### src/rtl/lane_pkg.sv
// Shared types for the lane controller: lane encodings, move direction
// and controller state.
package lane_pkg;

    localparam logic [1:0] LANE_L = 2'b00;
    localparam logic [1:0] LANE_M = 2'b01;
    localparam logic [1:0] LANE_R = 2'b10;

    typedef enum logic {DIR_LEFT, DIR_RIGHT} dir_t;

    typedef enum logic {S_IDLE, S_PENDING} state_t;

endpackage

### src/rtl/lane_ctrl_if.sv
// Button / frame / lane bundle between the board-facing side (master)
// and the lane controller (slave).
interface lane_ctrl_if;

    logic       iLeft;
    logic       iRight;
    logic       iFrameDone;
    logic [1:0] oLane;
    logic       oMoved;
    logic       oPending;

    modport master (output iLeft, iRight, iFrameDone,
                    input  oLane, oMoved, oPending);

    modport slave  (input  iLeft, iRight, iFrameDone,
                    output oLane, oMoved, oPending);

endinterface

### src/rtl/lane_ctrl_btn_debounce.sv
// One raw button: 2-flop synchroniser, stable-count debounce and
// rising-edge detect on the debounced level.
module btn_debounce #(
    parameter int DEBOUNCE_CYCLES = 500000
) (
    input  logic iClock,
    input  logic iResetn,
    input  logic iBtn,
    output logic oLevel,
    output logic oRise
);

    localparam int CW = $clog2(DEBOUNCE_CYCLES + 1);
    localparam logic [CW-1:0] CNT_LAST = CW'(DEBOUNCE_CYCLES - 1);

    logic          sync1_q, sync1_d;
    logic          sync2_q, sync2_d;
    logic          level_q, level_d;
    logic          prev_q,  prev_d;
    logic [CW-1:0] cnt_q,   cnt_d;

    // Level toggles only after DEBOUNCE_CYCLES consecutive differing samples.
    always_comb begin
        sync1_d = iBtn;
        sync2_d = sync1_q;
        prev_d  = level_q;
        level_d = level_q;
        cnt_d   = '0;
        if (sync2_q != level_q) begin
            if (cnt_q == CNT_LAST) level_d = ~level_q;
            else                   cnt_d   = cnt_q + CW'(1);
        end
    end

    // State registers, synchronously cleared.
    always_ff @(posedge iClock) begin
        if (!iResetn) begin
            sync1_q <= 1'b0;
            sync2_q <= 1'b0;
            level_q <= 1'b0;
            prev_q  <= 1'b0;
            cnt_q   <= '0;
        end else begin
            sync1_q <= sync1_d;
            sync2_q <= sync2_d;
            level_q <= level_d;
            prev_q  <= prev_d;
            cnt_q   <= cnt_d;
        end
    end

    assign oLevel = level_q;
    assign oRise  = level_q & ~prev_q;

endmodule

### src/rtl/lane_ctrl.sv
// Lane controller: debounced left/right presses become move requests that
// commit only on a frame boundary. Optional macro LANE_CTRL_WRAP_EN makes
// moves past the outer lanes wrap around instead of being dropped.
module lane_ctrl
    import lane_pkg::*;
#(
    parameter int         DEBOUNCE_CYCLES = 500000,
    parameter logic [1:0] RESET_LANE      = 2'b01
) (
    input  logic iClock,
    input  logic iResetn,
    lane_ctrl_if.slave bus
);

    logic left_level, left_rise;
    logic right_level, right_rise;

    btn_debounce #(.DEBOUNCE_CYCLES(DEBOUNCE_CYCLES)) u_left (
        .iClock (iClock),
        .iResetn(iResetn),
        .iBtn   (bus.iLeft),
        .oLevel (left_level),
        .oRise  (left_rise)
    );

    btn_debounce #(.DEBOUNCE_CYCLES(DEBOUNCE_CYCLES)) u_right (
        .iClock (iClock),
        .iResetn(iResetn),
        .iBtn   (bus.iRight),
        .oLevel (right_level),
        .oRise  (right_rise)
    );

    // Levels are kept on the sub-module for debug; requests use edges only.
    logic unused_levels;
    assign unused_levels = left_level ^ right_level;

    state_t     state_q,    state_d;
    dir_t       pend_dir_q, pend_dir_d;
    logic [1:0] lane_q,     lane_d;
    logic       moved_q,    moved_d;
    logic       pending_q,  pending_d;

    logic req, commit;
    dir_t dir;

    // Exactly one edge makes a request; coincident edges cancel out.
    assign req    = left_rise ^ right_rise;
    assign dir    = left_rise ? DIR_LEFT : DIR_RIGHT;
    assign commit = (state_q == S_PENDING) && bus.iFrameDone;

    // Next state: commit the held move on a frame boundary, latest request wins.
    always_comb begin
        state_d    = state_q;
        pend_dir_d = pend_dir_q;
        lane_d     = lane_q;
        moved_d    = 1'b0;
        if (commit) begin
            state_d = S_IDLE;
            if (pend_dir_q == DIR_LEFT) begin
                if (lane_q != LANE_L) begin
                    lane_d  = lane_q - 2'b01;
                    moved_d = 1'b1;
                end
`ifdef LANE_CTRL_WRAP_EN
                else begin
                    lane_d  = LANE_R;
                    moved_d = 1'b1;
                end
`endif
            end else begin
                if (lane_q != LANE_R) begin
                    lane_d  = lane_q + 2'b01;
                    moved_d = 1'b1;
                end
`ifdef LANE_CTRL_WRAP_EN
                else begin
                    lane_d  = LANE_L;
                    moved_d = 1'b1;
                end
`endif
            end
        end
        if (req) begin
            state_d    = S_PENDING;
            pend_dir_d = dir;
        end
        pending_d = (state_d == S_PENDING);
    end

    // FSM and registered outputs.
    always_ff @(posedge iClock) begin
        if (!iResetn) begin
            state_q    <= S_IDLE;
            pend_dir_q <= DIR_LEFT;
            lane_q     <= RESET_LANE;
            moved_q    <= 1'b0;
            pending_q  <= 1'b0;
        end else begin
            state_q    <= state_d;
            pend_dir_q <= pend_dir_d;
            lane_q     <= lane_d;
            moved_q    <= moved_d;
            pending_q  <= pending_d;
        end
    end

    assign bus.oLane    = lane_q;
    assign bus.oMoved   = moved_q;
    assign bus.oPending = pending_q;

endmodule

### src/flat_wrapper.sv
// flat-port wrapper written by rule: the top's interface ports become plain ports
module lane_ctrl_flat import lane_pkg::*;
#(
    parameter int         DEBOUNCE_CYCLES = 500000,
    parameter logic [1:0] RESET_LANE      = 2'b01
)
  (iClock, iResetn, bus_iLeft, bus_iRight, bus_iFrameDone, bus_oLane, bus_oMoved, bus_oPending);
  lane_ctrl_if bus_i ();
  input  logic iClock;
  input  logic iResetn;
  input wire logic [$bits(bus_i.iLeft)-1:0] bus_iLeft;
  input wire logic [$bits(bus_i.iRight)-1:0] bus_iRight;
  input wire logic [$bits(bus_i.iFrameDone)-1:0] bus_iFrameDone;
  output wire logic [$bits(bus_i.oLane)-1:0] bus_oLane;
  output wire logic [$bits(bus_i.oMoved)-1:0] bus_oMoved;
  output wire logic [$bits(bus_i.oPending)-1:0] bus_oPending;
  assign bus_i.iLeft = bus_iLeft;
  assign bus_i.iRight = bus_iRight;
  assign bus_i.iFrameDone = bus_iFrameDone;
  assign bus_oLane = bus_i.oLane;
  assign bus_oMoved = bus_i.oMoved;
  assign bus_oPending = bus_i.oPending;
  lane_ctrl #(.DEBOUNCE_CYCLES(DEBOUNCE_CYCLES), .RESET_LANE(RESET_LANE)) u_core (.iClock(iClock), .iResetn(iResetn), .bus(bus_i));
endmodule
### config.mk
export PLATFORM = sky130hd
export DESIGN_NAME = lane_ctrl_flat
export DESIGN_NICKNAME = d
export VERILOG_FILES = /design/src/rtl/lane_pkg.sv /design/src/rtl/lane_ctrl_if.sv /design/src/rtl/lane_ctrl_btn_debounce.sv /design/src/rtl/lane_ctrl.sv /design/src/flat_wrapper.sv
export SDC_FILE = /design/constraint.sdc
export NUM_CORES = 1
export LEC_CHECK = 0
export ABC_CLOCK_PERIOD_IN_PS = 3200
export CORE_ASPECT_RATIO = 1.5
export CORE_MARGIN = 4
export CORE_UTILIZATION = 36
export CTS_CLUSTER_DIAMETER = 100
export DETAILED_ROUTE_END_ITERATION = 7
export RECOVER_POWER = 100
export REMOVE_ABC_BUFFERS = 1
export SLEW_MARGIN = 10
export SYNTH_ARGS = -nofsm -noshare
export SYNTH_HDL_FRONTEND = slang
export SYNTH_SLANG_ARGS = --single-unit
### constraint.sdc
create_clock -name iClock -period 3.2 [get_ports iClock]
set_input_delay 0.64 -clock iClock [delete_from_list [all_inputs] [get_ports iClock]]
set_output_delay 0.64 -clock iClock [all_outputs]
set_load 0.02 [all_outputs]
==> impl_metrics.toml <==
[synth]
synthTopCellsByArea = "dfxtp_1 (45%), xor2_1 (6.1%), xnor2_1 (5.7%)"
ys_seq_elements = 51
synth_top_area_share = 0.446
yosysTopAreaCell = "dfxtp_1"
synth_compound_area_frac = 0.0666
synthAdderAreaFrac = 0.0153
synth_top_family_by_area = "simple AND/OR/NAND/NOR gates"
syn-cell-area_sq_um = 2290
synthCells = 249
yosys.area_share.simple = 0.311
synthArstFlopShare = 0
ys.flop_type = "dfxtp_1"
yosysWarnings = 0
synth_commonest_cells = "dfxtp_1 (51), nor2_1 (33), nand2_1 (19)"
synth_edf_count = 0
synth.distinct_cells = 44
synth-seq-area-share = 0.446
synth_area_per_cell_sq_um = 9.20
synthMuxAreaShare = 0.0131
synthXorXnorAreaFrac = 0.119
yosysMostFrequentCell = "dfxtp_1"

[timing]
layout_min_cycle_time_ns = 2.08
fmax_mhz = 481
drv_slew = 0
whs_ns = 0.433
setup_tns_ns = 0
finalCritPeriodShare = 0.650
finalHoldViolations = 0
worst_pin_slew_ns = 1.15
rsz0062_at_grt = "false"
fin_skew_ns = 0.0141
setup_viol = 0
maxSlewHeadroom = 0.234

[grt]
grt_usage = 0.118
antenna_found_initial = 0
overflow = 0
grt_pass1_wl_microns = 7290
grt_pass1_vias = 1637
grt_max_degree = 18

[placement]
gp_congestion = 0.799
place.detailed.hpwl_microns = 3000
port_buffers = 8
dp_cells = 326

[clocking]
ctsResizeCount = 0
clock_path_buffers = 2
postCtsHoldBufs = 0
post_cts_buffers = 0
cts_tree = "yes"
root_buffer = "clkbuf_8"
cts_max_level = 2
cts_buffers = 5
insertion_delay_ns = 0.31
cts.clk_slew.worst_paths_ns = 0.10
clock-sinks = 51

[floorplanning]
num_io_pins = 9
start_util = 0.371
die-height_microns = 106
core_sq_um = 6170
die_area_sq_um = 7730
std_cell_rows = 35
die-width_microns = 73.1

[power]
p_per_area_nw_per_um2 = 439
leakagePower_nw = 0.792
irDropWorstVdd_uv = 192
power.total_w = 0.00111

[drt]
vias_per_cell = 5.11
drt_iter0_markers = 75
ant_nets = 0
drc = 0
vias = 1707
wire_per_inst_microns = 12.4
wirelength_microns = 4150
firstDrtPassIters = 4

[run]
maxCapViolations = 0

[cells_and_area]
nets = 266
area_growth_pct = 10.6
antenna_cells = 0
utilization = 0.410
final_cells = 334
drive_gt1_frac = 0.0654

[critical_path]
reg2reg_depth = 4
worstPathRequired_ns = 3.34
start_kind = "flop"
worstPathArrival_ns = 2.22
cp_max_fo = 17
worstSetupEndpointType = "flop"
criticalPathCategory = "reg -> reg"

[worst_hold_path]
hold_class = "reg -> reg"
hold_depth = 1

[outcome]
status = "finished clean"
## metrics by stage
stage | setup WS, ns | cell area, sq um
4_1_cts | 1.07 | 2550
6_report | 1.12 | 2530
3_5_place_dp | 1.10 | 2430
2_1_floorplan | 1.47 | 2250
5_1_grt | 0.811 | 2530
3_3_place_gp | 1.09 | 2430
## final timing paths
kind	start	end	slack [ns]
worst max-delay path	u_core.u_left.cnt_q[0]	u_core.u_left.cnt_q[7]	1.12
worst min-delay path	u_core.u_left.sync1_q	u_core.u_left.sync2_q	0.43
worst max register to register	u_core.u_left.cnt_q[0]	u_core.u_left.cnt_q[7]	1.12
worst min register to register	u_core.u_left.sync1_q	u_core.u_left.sync2_q	0.43
## layer usage
metal | global-route usage | part of all wire
met5 | 0 | 0
met4 | 0.0594 | 0.035
met3 | 0.0267 | 0.020
met2 | 0.197 | 0.52
met1 | 0.137 | 0.43
## cell families after synthesis
family,Yosys count
buffers and inverters,14
DFF,51
adders and majority gates,3
muxes,3
and+or+nand+nor,126
xor gates and xnor gates,31
AOI/OAI and AO/OA,21
## critical path, stage by stage, from the launching register on
cell      delay [ns]
dfxtp_1         0.40
ha_1            0.24
nand4_1         0.21
o21bai_1        0.95
nor2_1          0.12
## report_power, final
group / internal [W] / switching [W]
clock: 0.000237 / 0.000220
combinational: 0.00000783 / 0.00000878
sequential: 0.000637 / 0.00000173
total: 0.000882 / 0.000231
## cell type report
class / instances / area (sq um)
fillers: 630 / 3640
multi-input cells: 184 / 1190
flip-flops and latches: 51 / 1020
well taps: 74 / 92.6
repair buffers: 9 / 83.8
clock buffers: 5 / 68.8
clock inverters: 3 / 47.5
inverters: 8 / 30.0
## layout by cell type (no fill, tap or decap), types with 2 or more instances in the layout
master and n:
a21boi_0 2, nand4_2 2, nand2b_1 2, nand2_1 19
or4_1 2, inv_1 8, clkbuf_8 5, xnor2_1 15
nor3_1 4, nor4_1 8, nand4_1 7, ha_1 2
mux2i_1 3, nor4b_1 2, nand4b_1 2, and2_0 3
clkdlybuf4s50_1 3, dlygate4sd3_1 5, and2_1 4, o31ai_1 2
and4_1 4, nor2_1 33, or3_1 3, nor3b_1 3
o21ai_0 6, a21oi_1 6, xor2_1 16, or2_1 3
dfxtp_1 51, nand3_1 16, nor2b_1 3
Power figures use the tool's default switching activity.
